<file path="src/rtl/i2c_arb_pkg.sv">
// Shared constants and types for the i2c_master_arbiter block.
// Contents: FSM state encodings (IDLE/ISSUE/WAIT/RESP), operand widths,
// and the latched command record carried through one transaction.
// Optional feature macro used by the top: I2C_ARB_TIMEOUT_EN.
package i2c_arb_pkg;
  localparam int ADDR_W  = 7;
  localparam int DATA_W  = 8;
  localparam int SPEED_W = 2;

  localparam logic [1:0] IDLE  = 2'd0;
  localparam logic [1:0] ISSUE = 2'd1;
  localparam logic [1:0] WAIT  = 2'd2;
  localparam logic [1:0] RESP  = 2'd3;

  // Winner's operands, frozen at grant so the master inputs stay stable
  // even if the requester drops its request mid-transaction.
  typedef struct packed {
    logic               rd;
    logic [ADDR_W-1:0]  addr;
    logic [DATA_W-1:0]  data;
    logic [SPEED_W-1:0] speed;
  } arb_cmd_t;
endpackage

</file>
<file path="src/rtl/i2c_master_arbiter_if.sv">
// Bundle of requester-side and master-side signals of i2c_master_arbiter.
// modport master : the arbiter (drives gnt/rsp_*/mst_* command outputs).
// modport slave  : the surrounding logic (requesters + i2c_master instance).
// Signals: speed_mode, req, req_rd, req_addr (7b packed per requester),
// req_data (8b packed), gnt, rsp_done, rsp_data, rsp_err, mst_write,
// mst_read, mst_speed, mst_addr, mst_data_wr, mst_data_rd, mst_done,
// mst_ack_error.
interface i2c_master_arbiter_if #(parameter int NUM_REQ = 4);
  import i2c_arb_pkg::*;

  logic [SPEED_W-1:0]        speed_mode;
  logic [NUM_REQ-1:0]        req;
  logic [NUM_REQ-1:0]        req_rd;
  logic [NUM_REQ*ADDR_W-1:0] req_addr;
  logic [NUM_REQ*DATA_W-1:0] req_data;
  logic [NUM_REQ-1:0]        gnt;
  logic [NUM_REQ-1:0]        rsp_done;
  logic [DATA_W-1:0]         rsp_data;
  logic                      rsp_err;
  logic                      mst_write;
  logic                      mst_read;
  logic [SPEED_W-1:0]        mst_speed;
  logic [ADDR_W-1:0]         mst_addr;
  logic [DATA_W-1:0]         mst_data_wr;
  logic [DATA_W-1:0]         mst_data_rd;
  logic                      mst_done;
  logic                      mst_ack_error;

  modport master (
    input  speed_mode, req, req_rd, req_addr, req_data,
           mst_data_rd, mst_done, mst_ack_error,
    output gnt, rsp_done, rsp_data, rsp_err,
           mst_write, mst_read, mst_speed, mst_addr, mst_data_wr
  );

  modport slave (
    output speed_mode, req, req_rd, req_addr, req_data,
           mst_data_rd, mst_done, mst_ack_error,
    input  gnt, rsp_done, rsp_data, rsp_err,
           mst_write, mst_read, mst_speed, mst_addr, mst_data_wr
  );
endinterface

</file>
<file path="src/rtl/i2c_master_arbiter_rr_arbiter.sv">
// rr_arbiter: combinational round-robin pick.
// Ports: i_req (request vector), i_ptr (highest-priority index),
// o_gnt (one-hot winner), o_idx (winner index), o_vld (any request).
// Searches from i_ptr upward, wrapping modulo NUM_REQ.
module rr_arbiter #(
  parameter int NUM_REQ = 4,
  parameter int IDX_W   = 2
) (
  input  logic [NUM_REQ-1:0] i_req,
  input  logic [IDX_W-1:0]   i_ptr,
  output logic [NUM_REQ-1:0] o_gnt,
  output logic [IDX_W-1:0]   o_idx,
  output logic               o_vld
);
  logic [IDX_W-1:0] w_j;

  always_comb begin
    o_gnt = '0;
    o_idx = '0;
    o_vld = 1'b0;
    w_j   = '0;
    for (int off = 0; off < NUM_REQ; off++) begin
      w_j = IDX_W'((int'(i_ptr) + off) % NUM_REQ);
      if (!o_vld && i_req[w_j]) begin
        o_gnt[w_j] = 1'b1;
        o_idx      = w_j;
        o_vld      = 1'b1;
      end
    end
  end
endmodule

</file>
<file path="src/rtl/i2c_master_arbiter.sv">
// i2c_master_arbiter: shares one i2c_master among NUM_REQ requesters with
// round-robin arbitration; one byte write or read per grant.
// Ports: clk, rst (synchronous, active low), bus (i2c_master_arbiter_if.master).
// Optional macro I2C_ARB_TIMEOUT_EN: abort WAIT after TIMEOUT_CYCLES cycles
// with rsp_err=1; without it WAIT waits for mst_done indefinitely.
module i2c_master_arbiter
  import i2c_arb_pkg::*;
#(
  parameter int NUM_REQ        = 4,
  parameter int TIMEOUT_CYCLES = 65535
) (
  input  logic                  clk,
  input  logic                  rst,
  i2c_master_arbiter_if.master  bus
);
  localparam int IDX_W = (NUM_REQ > 1) ? $clog2(NUM_REQ) : 1;

  if (NUM_REQ < 2 || NUM_REQ > 8 || TIMEOUT_CYCLES < 1 || TIMEOUT_CYCLES > 65535) begin : g_bad_cfg
    $error("i2c_master_arbiter: illegal NUM_REQ or TIMEOUT_CYCLES");
  end

  logic [1:0]         r_state;
  logic [IDX_W-1:0]   r_ptr;
  logic [IDX_W-1:0]   r_idx;
  logic [NUM_REQ-1:0] r_gnt;
  arb_cmd_t           r_cmd;
  logic [DATA_W-1:0]  r_rsp_data;
  logic               r_rsp_err;

  logic [NUM_REQ-1:0] w_pick_gnt;
  logic [IDX_W-1:0]   w_pick_idx;
  logic               w_pick_vld;
  arb_cmd_t           w_sel;
  logic               w_timeout;

  rr_arbiter #(.NUM_REQ(NUM_REQ), .IDX_W(IDX_W)) u_rr (
    .i_req (bus.req),
    .i_ptr (r_ptr),
    .o_gnt (w_pick_gnt),
    .o_idx (w_pick_idx),
    .o_vld (w_pick_vld)
  );

  // Operand mux for the current pick; loop form keeps all selects constant.
  always_comb begin
    w_sel = '0;
    for (int i = 0; i < NUM_REQ; i++) begin
      if (w_pick_idx == IDX_W'(i)) begin
        w_sel.rd   = bus.req_rd[i];
        w_sel.addr = bus.req_addr[i*ADDR_W +: ADDR_W];
        w_sel.data = bus.req_data[i*DATA_W +: DATA_W];
      end
    end
    w_sel.speed = bus.speed_mode;
  end

`ifdef I2C_ARB_TIMEOUT_EN
  logic [15:0] r_tcnt;
  // Counter holds k in the k-th WAIT cycle, so RESP starts exactly
  // TIMEOUT_CYCLES cycles after WAIT entry.
  assign w_timeout = (r_tcnt == 16'(TIMEOUT_CYCLES - 1));

  always_ff @(posedge clk) begin
    if (!rst)                  r_tcnt <= '0;
    else if (r_state == ISSUE) r_tcnt <= '0;
    else if (r_state == WAIT)  r_tcnt <= r_tcnt + 16'd1;
  end
`else
  assign w_timeout = 1'b0;
`endif

  always_ff @(posedge clk) begin
    if (!rst) begin
      r_state    <= IDLE;
      r_ptr      <= '0;
      r_idx      <= '0;
      r_gnt      <= '0;
      r_cmd      <= '0;
      r_rsp_data <= '0;
      r_rsp_err  <= 1'b0;
    end else begin
      case (r_state)
        IDLE: if (w_pick_vld) begin
          r_idx   <= w_pick_idx;
          r_gnt   <= w_pick_gnt;
          r_cmd   <= w_sel;
          r_state <= ISSUE;
        end
        ISSUE: r_state <= WAIT;
        WAIT: begin
          if (bus.mst_done) begin
            r_rsp_data <= r_cmd.rd ? bus.mst_data_rd : '0;
            r_rsp_err  <= bus.mst_ack_error;
            r_state    <= RESP;
          end else if (w_timeout) begin
            r_rsp_data <= '0;
            r_rsp_err  <= 1'b1;
            r_state    <= RESP;
          end
        end
        RESP: begin
          r_ptr   <= (r_idx == IDX_W'(NUM_REQ - 1)) ? '0 : r_idx + IDX_W'(1);
          r_gnt   <= '0;
          r_state <= IDLE;
        end
        default: r_state <= IDLE;
      endcase
    end
  end

  assign bus.gnt         = r_gnt;
  assign bus.rsp_done    = (r_state == RESP) ? r_gnt : '0;
  assign bus.rsp_data    = r_rsp_data;
  assign bus.rsp_err     = r_rsp_err;
  assign bus.mst_write   = (r_state == ISSUE) && !r_cmd.rd;
  assign bus.mst_read    = (r_state == ISSUE) &&  r_cmd.rd;
  assign bus.mst_speed   = r_cmd.speed;
  assign bus.mst_addr    = r_cmd.addr;
  assign bus.mst_data_wr = r_cmd.data;
endmodule

</file>
<file path="src/flat_wrapper.sv">
// flat-port wrapper written by rule: the top's interface ports become plain ports
module i2c_master_arbiter_flat import i2c_arb_pkg::*;
#(
  parameter int NUM_REQ        = 4,
  parameter int TIMEOUT_CYCLES = 65535
)
  (clk, rst, bus_speed_mode, bus_req, bus_req_rd, bus_req_addr, bus_req_data, bus_mst_data_rd, bus_mst_done, bus_mst_ack_error, bus_gnt, bus_rsp_done, bus_rsp_data, bus_rsp_err, bus_mst_write, bus_mst_read, bus_mst_speed, bus_mst_addr, bus_mst_data_wr);
  i2c_master_arbiter_if #(.NUM_REQ(NUM_REQ)) bus_i ();
  input  logic clk;
  input  logic rst;
  input wire logic [$bits(bus_i.speed_mode)-1:0] bus_speed_mode;
  input wire logic [$bits(bus_i.req)-1:0] bus_req;
  input wire logic [$bits(bus_i.req_rd)-1:0] bus_req_rd;
  input wire logic [$bits(bus_i.req_addr)-1:0] bus_req_addr;
  input wire logic [$bits(bus_i.req_data)-1:0] bus_req_data;
  input wire logic [$bits(bus_i.mst_data_rd)-1:0] bus_mst_data_rd;
  input wire logic [$bits(bus_i.mst_done)-1:0] bus_mst_done;
  input wire logic [$bits(bus_i.mst_ack_error)-1:0] bus_mst_ack_error;
  output wire logic [$bits(bus_i.gnt)-1:0] bus_gnt;
  output wire logic [$bits(bus_i.rsp_done)-1:0] bus_rsp_done;
  output wire logic [$bits(bus_i.rsp_data)-1:0] bus_rsp_data;
  output wire logic [$bits(bus_i.rsp_err)-1:0] bus_rsp_err;
  output wire logic [$bits(bus_i.mst_write)-1:0] bus_mst_write;
  output wire logic [$bits(bus_i.mst_read)-1:0] bus_mst_read;
  output wire logic [$bits(bus_i.mst_speed)-1:0] bus_mst_speed;
  output wire logic [$bits(bus_i.mst_addr)-1:0] bus_mst_addr;
  output wire logic [$bits(bus_i.mst_data_wr)-1:0] bus_mst_data_wr;
  assign bus_i.speed_mode = bus_speed_mode;
  assign bus_i.req = bus_req;
  assign bus_i.req_rd = bus_req_rd;
  assign bus_i.req_addr = bus_req_addr;
  assign bus_i.req_data = bus_req_data;
  assign bus_i.mst_data_rd = bus_mst_data_rd;
  assign bus_i.mst_done = bus_mst_done;
  assign bus_i.mst_ack_error = bus_mst_ack_error;
  assign bus_gnt = bus_i.gnt;
  assign bus_rsp_done = bus_i.rsp_done;
  assign bus_rsp_data = bus_i.rsp_data;
  assign bus_rsp_err = bus_i.rsp_err;
  assign bus_mst_write = bus_i.mst_write;
  assign bus_mst_read = bus_i.mst_read;
  assign bus_mst_speed = bus_i.mst_speed;
  assign bus_mst_addr = bus_i.mst_addr;
  assign bus_mst_data_wr = bus_i.mst_data_wr;
  i2c_master_arbiter #(.NUM_REQ(NUM_REQ), .TIMEOUT_CYCLES(TIMEOUT_CYCLES)) u_core (.clk(clk), .rst(rst), .bus(bus_i));
endmodule
</file>
<file path="config.mk">
export PLATFORM = sky130hd
export DESIGN_NAME = i2c_master_arbiter_flat
export DESIGN_NICKNAME = d
export VERILOG_FILES = /design/src/rtl/i2c_arb_pkg.sv /design/src/rtl/i2c_master_arbiter_if.sv /design/src/rtl/i2c_master_arbiter_rr_arbiter.sv /design/src/rtl/i2c_master_arbiter.sv /design/src/flat_wrapper.sv
export SDC_FILE = /design/constraint.sdc
export NUM_CORES = 1
export LEC_CHECK = 0
export ABC_AREA = 1
export CAP_MARGIN = 20
export CORE_ASPECT_RATIO = 0.9
export CORE_MARGIN = 2
export CORE_UTILIZATION = 43
export CTS_CLUSTER_SIZE = 8
export DETAILED_ROUTE_END_ITERATION = 10
export HOLD_SLACK_MARGIN = 0.02
export PLACE_DENSITY_LB_ADDON = 0.05
export SLEW_MARGIN = 10
export SYNTH_ARGS = -nofsm -noshare
export SYNTH_HDL_FRONTEND = slang
export SYNTH_SLANG_ARGS = --single-unit
</file>
<file path="constraint.sdc">
create_clock -name clk -period 2.8 [get_ports clk]
set_input_delay 0.42 -clock clk [delete_from_list [all_inputs] [get_ports clk]]
set_output_delay 0.42 -clock clk [all_outputs]
set_load 0.005 [all_outputs]
</file>
-- Word-level counts from Yosys, hierarchy flattened
Cells that the tools add are included.
- bits in registers: 37
- input bits: 82
- output and inout port bits: 36
- logic and storage cells: 94
- add/subtract/negate cells: 4
- magnitude comparators: 8
- eq/ne operators: 9
- muxes and demuxes: 40
- bitwise gates (word level): 3
- reduce and logical (&&, ||, !) cells: 20
- operator list (operator ; number):
    2-to-1 mux 16 bit ; 4
    2-to-1 mux 4 bit ; 6
    2-to-1 mux 2 bit ; 7
    less-than comparator 2 x 3 -> 1 bit, second input constant ; 4
    2-to-1 mux 1 bit ; 12
    bitwise OR 4 bit ; 3
    equality test 2 bit, second input constant ; 5
    logical AND 1 bit ; 9
    binary-select mux 1 bit (select 2 bit) ; 4
    demux 1 bit (select 2 bit) ; 4
    greater-or-equal comparator 2 x 1 -> 1 bit, second input constant ; 4
    2-to-1 mux 8 bit ; 1
    one-hot mux 2 bit (4 select lines) ; 1
    one-hot mux 4 bit (2 select lines) ; 1
    AND reduction 2 bit ; 4
    adder 2 x 1 -> 2 bit, second input constant ; 2
    adder 2 bit, second input constant ; 2
    equality test 2 x 1 -> 1 bit, second input constant ; 2
    zero test 1 bit ; 4
    zero test 2 bit ; 2
    != test 2 bit, second input constant ; 2
    nonzero test 2 bit ; 1

-- Depth between registers and ports, before layout
Gate-level depths: netlist of run 1.
- depth in word-level cells: 17
- depth in mapped cells: 16
- gate-level depth less buffers: 15

-- Modules after synthesis
Synthesis of run 1 repeated with hierarchy kept, for this count alone.
- cells, all modules: 381
- area total of the unflattened synthesis: 2519.9 um^2
- by module, submodules not included (module ; times used ; cells each ; area an instance (um^2) ; seq. area each (um^2)):
    i2c_master_arbiter ; 1 ; 307 ; 2079.5 ; 740.7
    rr_arbiter ; 1 ; 74 ; 440.4 ; 0.0

-- Worst setup path after synthesis of run 1
Ideal clock, no wire load.
- path type: flip-flop to flip-flop
- from: register u_core.r_ptr[1]
- to: register u_core.r_cmd (netlist bit u_core.bus.mst_data_wr[0])
- setup time: 0.132 ns
- arrival: 2.017 ns
- required time: 2.668 ns
- slack: 0.651 ns
- cell stages (with the launch flop): 17
- path buffers: 1
- clock period less this slack: 2.149 ns
- cells stage by stage: dfxtp_1 -> inv_2 -> ha_1 -> inv_1 -> nand3_1 -> nand2_1 -> nor2_4 -> nand3_2 -> nand2_2 -> nand2_4 -> inv_4 -> nand2_4 -> buf_6 -> o21ai_1 -> inv_1 -> nand2_1 -> a21oi_1
- longest elaborated chain between the ends: 17
- elaborated cells between the ends (all ways): 34
- classes of those cells: add/sub: 3; eq/ne: 3; mux: 20; reduce/logical: 8
- RTL lines (what ; RTL line ; RTL):
    start, declared ; i2c_master_arbiter.sv:23 ; logic [IDX_W-1:0] r_ptr;
    start signal, assigned ; i2c_master_arbiter.sv:102 ; r_ptr <= (r_idx == IDX_W'(NUM_REQ - 1)) ? '0 : r_idx + IDX_W'(1);
    parallel branches: the longest is 17 deep, another holds adder 2 x 1 -> 2 bit ; -- ;
    end signal, assigned ; i2c_master_arbiter.sv:86 ; r_cmd <= w_sel;
    end, declared ; i2c_master_arbiter.sv:26 ; arb_cmd_t r_cmd;
Several ways; the timed one is not identified. The select of a mux whose other input is x is not followed.
A chain may end at the register's enable or synchronous reset.

-- Worst setup path after layout of run 1
- from: register u_core.r_ptr[1]
- to: register u_core.r_cmd (netlist bit u_core.bus.mst_addr[0])
The elaborated chain is that of the path after synthesis.

==> out/results.txt, run 1 <==
Net count, final - 594
via count - 2845
die width - 87.08 um
Tightest Hold Check Type - flop to flop
clk_skew - 5.553 ps
1st-iter DRT viols - 144
Worst-path clk slew - 70 ps
GRT Total Usage - 0.2054
Die Area - 0.006860 mm2
worst endpoint required time - 2960 ps
n_diodes - 0
FILL cells - 580
Sw Pwr - 1.443 mW
crit-path max FO - 23
IO Pins - 118
CTS resizes - 0
worst r2r src - u_core.r_ptr[1]$_SDFFE_PN0P_
dpl ws - 273.3 ps
commonest cells after routing, fill and taps aside - clkdlybuf4s50_1 (117), nand2_1 (105), nand3_1 (50), inv_1 (47), dfxtp_1 (37)
Seq/Total Area, Yosys - 0.2773
port buffer count - 117
Cell Rows - 27
Root Driver - clkbuf_8
vias per cell - 4.965
Max Cap Viol - 0
share of the synthesized area in the top cell type - 0.2773
CP endpoint - u_core.bus.mst_addr[0]$_SDFFE_PN0P_
RSZ-0062 raised after global routing - false
DPL Wire Length - 5.606 mm
first-pass GRT wire length - 11.29 mm
worst skew pair latency - 290 ps
post-synth top area cell - dfxtp_1
placed cells - 565
Post-CTS Hold Fix Bufs - 0
FF-to-FF End - u_core.bus.mst_addr[0]$_SDFFE_PN0P_
number of synthesized register bits - 37
antenna viol nets, final - 0
critical path class - flop to flop
Synth Flop Type - dfxtp_1
internal reg-to-reg setup slack - 310 ps
Worst Setup Start Kind - flop
Slew headroom - 0.6761
starting density of the core - 0.4418
Lkg Pwr - 1.683 nW
Core Area - 0.006047 mm2
switching part of the total - 0.4567
pins over their slew limit - 0
min setup slack post-route - 306.3 ps
Syn Nets - 500
clock net sink count - 37
Yosys warnings - 0
Worst setup EP type - flop
total power - 3.159 mW
cell count after synthesis - 406
setup TNS - 0 ps
final setup vio count - 0
area delta synth->final - 42.01%
WP data arrival - 2650 ps
library cells used by synthesis - 30
final wirelength - 7.304 mm
largest cells by area after synthesis - dfxtp_1 (28%), nand2_1 (15%), nand3_1 (9.4%)
DRC viols - 0
Design Area, Final - 0.003794 mm2
Num CTS Buffers - 5
Post-synth EDFFs - 0
Max IR drop VDD - 0.0004704 V
final hold vios - 0
maximum buffer depth of the clock tree - 2
Multi-input gate area - 0.001456 mm2
actual slew at the worst max-slew pin - 485.1 ps
postcts setup bufs - 0
TritonCTS clock tree - built
commonest non-fill, non-tap cell in the layout - clkdlybuf4s50_1
share of layout cells above drive strength 1 - 0.08383
DP Area - 0.003711 mm2
Logic pwr share - 0.631
vias in the first global route - 2403
status - finished, final reports clean
cell area after synthesis - 0.002671 mm2
routability congestion estimate - 0.8910
maximum clock frequency - 401.0 MHz
Storage cell area - 740.7 um2
crit path launch - u_core.r_ptr[1]$_SDFFE_PN0P_
fin crit period - 2494 ps
Worst Reg-to-Reg Cells - 15
Non-Filler Instances - 573
Async SR Flop Fraction - 0
Clk pwr share - 0.114
sequential cell fraction of total power - 0.256
pwr/cell area - 832.6 mW/mm2
pin count of the biggest net entering global routing - 29
DIE HEIGHT - 78.78 um
Detailed Routing Iterations Pass 1 - 4
H-tree depth - 2
hold_ws - 464.4 ps
Routed WL per cell - 12.75 um
antenna violations before repair - 0
Final Util - 0.6274
final worst path period share - 0.8906
Pint - 1.716 mW
Synth Area per Inst - 6.580 um2
total gr overflow - 0
==> flip-flops by register name (all words and copies together) (netlist names) <==
name,cells
u_core.bus.mst_data_wr,8
u_core.bus.rsp_data,8
u_core.bus.mst_addr,7
u_core.bus.gnt,4
u_core.bus.mst_speed,2
u_core.r_idx,2
u_core.r_ptr,2
u_core.r_state,2
u_core.bus.rsp_err,1
u_core.r_cmd,1
==> Yosys cell counts (3+ instances only) <==
library cell / instances
buf_2: 3
nand3_1: 50
nand2_2: 4
a21oi_1: 34
inv_2: 5
clkbuf_1: 3
nand2_4: 3
nand2_1: 105
o21ai_0: 17
nand3_2: 3
nand4_1: 5
nor2_1: 13
buf_4: 21
buf_6: 6
inv_1: 47
o21ai_2: 10
o21ai_1: 11
dfxtp_1: 37
o2111ai_1: 3
ha_1: 12
==> worst max-delay path: stages (launching register included) <==
cell     delay, ps
dfxtp_1        520
inv_2           70
ha_1           360
inv_1          100
nand3_1         90
nand2_1        100
nor2_2         200
nor2_1          70
nand2_2         80
nand2_4         70
inv_4          130
nand2_4        190
o21ai_0        210
inv_1           50
nand2_1         60
a21oi_1         50
==> cell families after synthesis <==
logic type                 Yosys count  share of synthesized area
adders and majority gates           12                    0.05620
buffers and inverters               91                     0.1775
AOI/OAI and AO/OA                   80                     0.1738
and+or+nand+nor                    186                     0.3152
DFF                                 37                     0.2773
==> routing by layer <==
metal  up-vias  global-route usage  routed length (um)
li1       1483                   -                   -
met1      1257              0.3090                3725
met2        98              0.2977                3078
met3         7             0.04054                 435
met4         0             0.05000                  64
met5         -                   0                   0
==> power groups by stage <==
stage | combinational [mW] | sequential, mW | clock, mW
after floorplan | 1.52 | 0.789 | 0
after global placement | 1.96 | 0.813 | 0
after detailed placement | 1.98 | 0.818 | 0
after CTS | 1.99 | 0.808 | 0.368
after global routing | 2.23 | 0.830 | 0.389
final | 1.99 | 0.808 | 0.359
==> final cells by class <==
class                      count  share of cell area
tap                           72             0.02375
clock inverter                 2            0.002639
timing repair buffer         122              0.3186
sequential                    37              0.1953
clock buffer                   6             0.01913
multi-input combinational    278              0.3839
inverter                      56             0.05673
==> worst min-delay path by stage <==
stage          depth (start not counted)  slack [ps]                                endpoint                                    from
2_1_floorplan                          2         440     u_core.bus.mst_addr[5]$_SDFFE_PN0P_     u_core.bus.mst_addr[5]$_SDFFE_PN0P_
3_3_place_gp                           2         450     u_core.bus.mst_addr[2]$_SDFFE_PN0P_     u_core.bus.mst_addr[2]$_SDFFE_PN0P_
3_5_place_dp                           2         460  u_core.bus.mst_data_wr[5]$_SDFFE_PN0P_  u_core.bus.mst_data_wr[5]$_SDFFE_PN0P_
4_1_cts                                2         470  u_core.bus.mst_data_wr[5]$_SDFFE_PN0P_  u_core.bus.mst_data_wr[5]$_SDFFE_PN0P_
5_1_grt                                2         480     u_core.bus.mst_addr[3]$_SDFFE_PN0P_     u_core.bus.mst_addr[3]$_SDFFE_PN0P_
6_report                               2         460  u_core.bus.mst_data_wr[5]$_SDFFE_PN0P_  u_core.bus.mst_data_wr[5]$_SDFFE_PN0P_
No activity file was read; power rests on OpenSTA's default activity.
==> run 2: changes to the inputs <==
Settings changed: CORE_ASPECT_RATIO 0.9 to 0.75, CORE_UTILIZATION 43 to 57, DONT_BUFFER_PORTS set to 1.
==> out/results.txt, run 2 (synthesis results as in run 1) <==
fin crit period - 2504 ps (+10.16 ps)
Worst setup EP type - flop
Max Used Layer - met4
final worst path period share - 0.8942 (+0.003630)
Non-Filler Instances - 439 (-23%)
n_diodes - 0 (unchanged)
met3 WL - 596 um (+37%)
TritonCTS clock tree - built
Post-CTS Hold Fix Bufs - 0 (unchanged)
Net count, final - 476 (-20%)
DPL Wire Length - 5.054 mm (-9.9%)
actual slew at the worst max-slew pin - 502.6 ps (+17.44 ps)
Routed WL per cell - 14.95 um (+17%)
Worst-path clk slew - 80 ps (about the same)
IO Pins - 118 (unchanged)
hold_ws - 264.4 ps (-200.0 ps)
starting density of the core - 0.5945 (+0.1528)
met2 WL post-DR - 2.786 mm (-9.5%)
crit path launch - u_core.r_ptr[1]$_SDFFE_PN0P_
Slew headroom - 0.6645 (-0.01165)
worst skew pair latency - 280 ps (about the same)
CP endpoint - u_core.bus.mst_data_wr[1]$_SDFFE_PN0P_
vias in the first global route - 2173 (-9.6%)
Worst Setup Start Kind - flop
total gr overflow - 0 (unchanged)
switching part of the total - 0.4987 (+0.04199)
pin count of the biggest net entering global routing - 29 (unchanged)
WP data arrival - 2710 ps (+60 ps)
maximum buffer depth of the clock tree - 2 (unchanged)
Max Cap Viol - 0 (unchanged)
status - finished, final reports clean
critical path class - flop to flop
pwr/cell area - 1080 mW/mm2 (+30%)
crit-path max FO - 25 (+8.7%)
postcts setup bufs - 0 (unchanged)
share of layout cells above drive strength 1 - 0.1099 (+0.02612)
Die Area - 0.005256 mm2 (-23%)
via count - 2510 (-12%)
GRT Total Usage - 0.2409 (+0.03547)
internal reg-to-reg setup slack - 300 ps (about the same)
worst endpoint required time - 3010 ps (+50 ps)
RSZ-0062 raised after global routing - false
die width - 83.05 um (-4.6%)
clock net sink count - 37 (unchanged)
Max IR drop VDD - 0.0006713 V (+43%)
area delta synth->final - -2.482%
Lkg Pwr - 1.235 nW (-27%)
DRC viols - 0 (unchanged)
vias per cell - 5.718 (+15%)
1st-iter DRT viols - 121 (-16%)
Root Driver - clkbuf_8
Tightest Hold Check Type - input pin to flop
FF-to-FF End - u_core.bus.mst_data_wr[1]$_SDFFE_PN0P_
metal1 wirelength - 3.113 mm (-16%)
final wirelength - 6.562 mm (-10%)
Clk pwr share - 0.136 (+0.022)
worst r2r src - u_core.r_ptr[1]$_SDFFE_PN0P_
final setup vio count - 0 (unchanged)
Cell Rows - 21 (-22%)
placed cells - 432 (-24%)
antenna viol nets, final - 0 (unchanged)
maximum clock frequency - 399.4 MHz (-0.41%)
Sw Pwr - 1.403 mW (-2.8%)
commonest non-fill, non-tap cell in the layout - nand2_1
pins over their slew limit - 0 (unchanged)
Detailed Routing Iterations Pass 1 - 4 (unchanged)
Pint - 1.410 mW (-18%)
first-pass GRT wire length - 10.39 mm (-7.9%)
clk_skew - 8.662 ps (+3.109 ps)
Core Area - 0.004493 mm2 (-26%)
port buffer count - 0 (-100%)
Worst Reg-to-Reg Cells - 15 (unchanged)
commonest cells after routing, fill and taps aside - nand2_1 (105), nand3_1 (50), inv_1 (47), dfxtp_1 (36), a21oi_1 (34)
Num CTS Buffers - 5 (unchanged)
antenna violations before repair - 0 (unchanged)
DIE HEIGHT - 63.29 um (-20%)
routability congestion estimate - 0.9012 (+1.1%)
setup TNS - 0 ps (unchanged)
Logic pwr share - 0.561 (-0.070)
sequential cell fraction of total power - 0.303 (+0.047)
H-tree depth - 2 (unchanged)
final hold vios - 0 (unchanged)
[run 2: changes by cell type in the layout (fill, tap and decap cells not counted)]
| cell | change |
|---|---|
| buf_4 | -1 |
| clkbuf_1 | -1 |
| clkbuf_8 | +1 |
| clkdlybuf4s50_1 | -117 |
| clkinv_2 | -2 |
| clkinvlp_4 | +1 |
| dfxtp_1 | -1 |
| dfxtp_2 | +1 |
[run 2: worst min path at each step]
stage,depth (start not counted),from,slack [ps],endpoint
floorplan,2,u_core.bus.mst_addr[5]$_SDFFE_PN0P_,440,u_core.bus.mst_addr[5]$_SDFFE_PN0P_
global placement,2,u_core.bus.rsp_data[3]$_SDFFE_PN0P_,470,u_core.bus.rsp_data[3]$_SDFFE_PN0P_
detailed placement,2,u_core.bus.rsp_data[0]$_SDFFE_PN0P_,470,u_core.bus.rsp_data[0]$_SDFFE_PN0P_
CTS,2,rst,260,u_core.bus.mst_speed[1]$_SDFFE_PN0P_
global route,2,rst,260,u_core.r_state[0]$_SDFFE_PN0P_
finish,2,rst,260,u_core.bus.rsp_err$_SDFFE_PN0P_
[run 2: per-layer routing]
metal | vias to the layer above | track usage
met5 | - | 0
met4 | 0 | 0.03074
met3 | 11 | 0.08257
met2 | 110 | 0.3669
met1 | 1144 | 0.3390
li1 | 1245 | -
[run 2: repair_timing]
item,CTS,global route
endpoints found under the setup margin,0,10
endpoints found under the hold margin,0,0
gates resized for setup,0,1
[run 2: through the flow]
| step | utilization | total power, mW | setup slack, ps | area [um2] |
|---|---|---|---|---|
| final | 0.5798 | 2.813 | 296.1 | 2605 |
| after global routing | 0.5798 | 3.079 | 54.14 | 2605 |
| after floorplan | - | 2.309 | 650.5 | 2671 |
| after CTS | 0.5795 | 2.812 | 236.6 | 2604 |
| after detailed placement | 0.5595 | 2.433 | 248.0 | 2514 |
| after global placement | 0.5595 | 2.405 | 318.5 | 2514 |
[run 2: final cells by class]
cell class / count / area, um2
Sequential cell: 37 / 742.0
Clock inverter: 1 / 7.507
Multi-Input combinational cell: 278 / 1456
Timing Repair Buffer: 4 / 30.03
Fill cell: 491 / 1888
Inverter: 56 / 215.2
Clock buffer: 6 / 82.58
Tap cell: 57 / 71.32
[run 2: worst max-delay path: stages, from the launching register on]
cell	delay, ps
dfxtp_2	420
inv_2	110
ha_1	360
inv_1	100
nand3_1	90
nand2_1	100
nor2_2	190
nor2_1	70
nand2_2	80
nand2_4	50
buf_4	210
nor2_4	240
nand2_1	80
nand3_1	140
nand2_1	70
a21oi_1	110
[run 2: power by group through the flow]
stage	sequential (mW)	clock [mW]	combinational, mW
2_1_floorplan	0.789	0	1.52
3_3_place_gp	0.860	0	1.54
3_5_place_dp	0.864	0	1.57
4_1_cts	0.854	0.386	1.57
5_1_grt	0.871	0.415	1.79
6_report	0.852	0.381	1.58
==> run 3: changes to the inputs <==
Settings changed: GPL_TIMING_DRIVEN set to 0.
==> out/results.txt, run 3 (synthesis results as in run 1) <==
port buffer count - 0 (unchanged)
sequential cell fraction of total power - 0.262 (-0.041)
Worst setup EP type - flop
Routed WL per cell - 13.95 um (-6.7%)
Sw Pwr - 1.456 mW (+3.8%)
maximum clock frequency - 397.3 MHz (-0.53%)
commonest cells after routing, fill and taps aside - nand2_1 (105), nand3_1 (50), inv_1 (47), dfxtp_1 (35), a21oi_1 (34)
status - finished, final reports clean
total power - 3.088 mW (+9.8%)
maximum buffer depth of the clock tree - 2 (unchanged)
DRC viols - 0 (unchanged)
vias in the first global route - 2279 (+4.9%)
Slew headroom - 0.6374 (-0.02704)
Worst Setup Start Kind - flop
Root Driver - clkbuf_8
critical path class - flop to flop
setup TNS - 0 ps (unchanged)
Die Area - 0.005256 mm2 (unchanged)
Clk pwr share - 0.123 (-0.013)
IO Pins - 118 (unchanged)
actual slew at the worst max-slew pin - 543.9 ps (+41.30 ps)
Post-CTS Hold Fix Bufs - 0 (unchanged)
RSZ-0062 raised after global routing - false
Max Cap Viol - 0 (unchanged)
Pint - 1.631 mW (+16%)
starting density of the core - 0.5945 (unchanged)
final worst path period share - 0.8990 (+0.004745)
pin count of the biggest net entering global routing - 12 (-59%)
Worst-path clk slew - 80 ps (about the same)
final wirelength - 6.556 mm (about the same)
Lkg Pwr - 1.377 nW (+12%)
Net count, final - 507 (+6.5%)
internal reg-to-reg setup slack - 280 ps (about the same)
min setup slack post-route - 282.8 ps (-13.28 ps)
final hold vios - 0 (unchanged)
Tightest Hold Check Type - input pin to flop
Max IR drop VDD - 0.0005726 V (-15%)
TritonCTS clock tree - built
antenna violations before repair - 0 (unchanged)
pwr/cell area - 1089 mW/mm2 (+0.85%)
pins over their slew limit - 0 (unchanged)
DPL Wire Length - 5.124 mm (+1.4%)
share of layout cells above drive strength 1 - 0.1671 (+0.05712)
total gr overflow - 0 (unchanged)
dpl ws - 205.8 ps (-42.25 ps)
GRT Total Usage - 0.2509 (+0.01004)
Num CTS Buffers - 5 (unchanged)
clk_skew - 6.233 ps (-2.429 ps)
WP data arrival - 2670 ps (-40 ps)
Core Area - 0.004493 mm2 (unchanged)
die width - 83.05 um (unchanged)
Logic pwr share - 0.615 (+0.054)
switching part of the total - 0.4716 (-0.02712)
routability congestion estimate - 0.8401 (-6.8%)
Final Util - 0.6310 (+0.05124)
Cell Rows - 21 (unchanged)
FILL cells - 452 (-7.9%)
worst endpoint required time - 2950 ps (-60 ps)
vias per cell - 5.387 (-5.8%)
Detailed Routing Iterations Pass 1 - 4 (unchanged)
DIE HEIGHT - 63.29 um (unchanged)
via count - 2532 (+0.88%)
worst skew pair latency - 280 ps (about the same)
H-tree depth - 2 (unchanged)
crit-path max FO - 10 (-60%)
n_diodes - 0 (unchanged)
first-pass GRT wire length - 10.84 mm (+4.3%)
postcts setup bufs - 0 (unchanged)
clock net sink count - 37 (unchanged)
antenna viol nets, final - 0 (unchanged)
final setup vio count - 0 (unchanged)
area delta synth->final - 6.136%
1st-iter DRT viols - 102 (-16%)
commonest non-fill, non-tap cell in the layout - nand2_1
fin crit period - 2517 ps (+13.29 ps)
==> run 3: cell types whose count changed in the layout (fill, tap and decap cells not counted) <==
| cell | previous run | this run |
|---|---|---|
| buf_1 | 0 | 2 |
| buf_2 | 0 | 3 |
| buf_4 | 4 | 21 |
| buf_6 | 0 | 6 |
| clkbuf_1 | 0 | 3 |
| dfxtp_1 | 36 | 35 |
| dfxtp_2 | 1 | 2 |
==> run 3: final cells by class <==
cell class                 count  area (um2)  area share
inverter                      56       215.2     0.07590
sequential                    37       743.2      0.2621
clock buffer                   6       82.58     0.02913
clock inverter                 1       7.507    0.002648
tap                           57       71.32     0.02515
multi-input combinational    278        1456      0.5137
buffer                        35       259.0     0.09135
==> run 3: power groups by stage <==
stage                     Sequential, mW  Combinational [mW]  Clock [mW]
final                              0.810                1.90       0.380
after detailed placement           0.819                1.87           0
after floorplan                    0.789                1.52           0
after global placement             0.812                1.85           0
after global routing               0.833                2.15       0.408
after CTS                          0.808                1.88       0.384
==> run 3: per-stage QoR <==
step                      cells  hold slack (ps)  instance area, um2
after floorplan             406            444.9                2671
after global placement      463            452.6                2743
after detailed placement    463            455.9                2743
after CTS                   470            294.5                2833
after global routing        470            291.9                2835
final                       470            295.9                2835
==> run 3: path summary, 6_finish.rpt <==
path,cells after the start,startpoint,end
hold reg to reg,2,u_core.bus.mst_addr[1]$_SDFFE_PN0P_,u_core.bus.mst_addr[1]$_SDFFE_PN0P_
setup reg to reg,16,u_core.r_ptr[1]$_SDFFE_PN0P_,u_core.r_cmd[17]$_SDFFE_PN0P_
hold / removal,2,bus_mst_data_rd[0],u_core.bus.rsp_data[0]$_SDFFE_PN0P_
setup / recovery,16,u_core.r_ptr[1]$_SDFFE_PN0P_,u_core.r_cmd[17]$_SDFFE_PN0P_
==> run 3: worst max-delay path, stage by stage, from the launching register on <==
cell and delay [ps]:
dfxtp_2 430, inv_2 120, ha_1 380, inv_1 90, nand3_1 80, nand2_1 80, nor2_4 120, inv_2 50
nor2_1 140, nand2_1 90, nand2_2 190, inv_2 90, buf_2 190, o21ai_1 90, inv_1 40, nand2_1 110
a21oi_1 80
==> run 3: routing by layer <==
metal	share of wire	global-route usage	up-vias	wire, um
met5	0	0	-	0
met4	0	0.01844	0	0
met3	0.077	0.07864	0	503
met2	0.42	0.3831	90	2769
met1	0.50	0.3626	1136	3283
li1	-	-	1306	-
==> run 3: repair_timing <==
item	CTS	global route
gates resized for setup	0	2
endpoints found under the setup margin	0	10
endpoints found under the hold margin	0	0
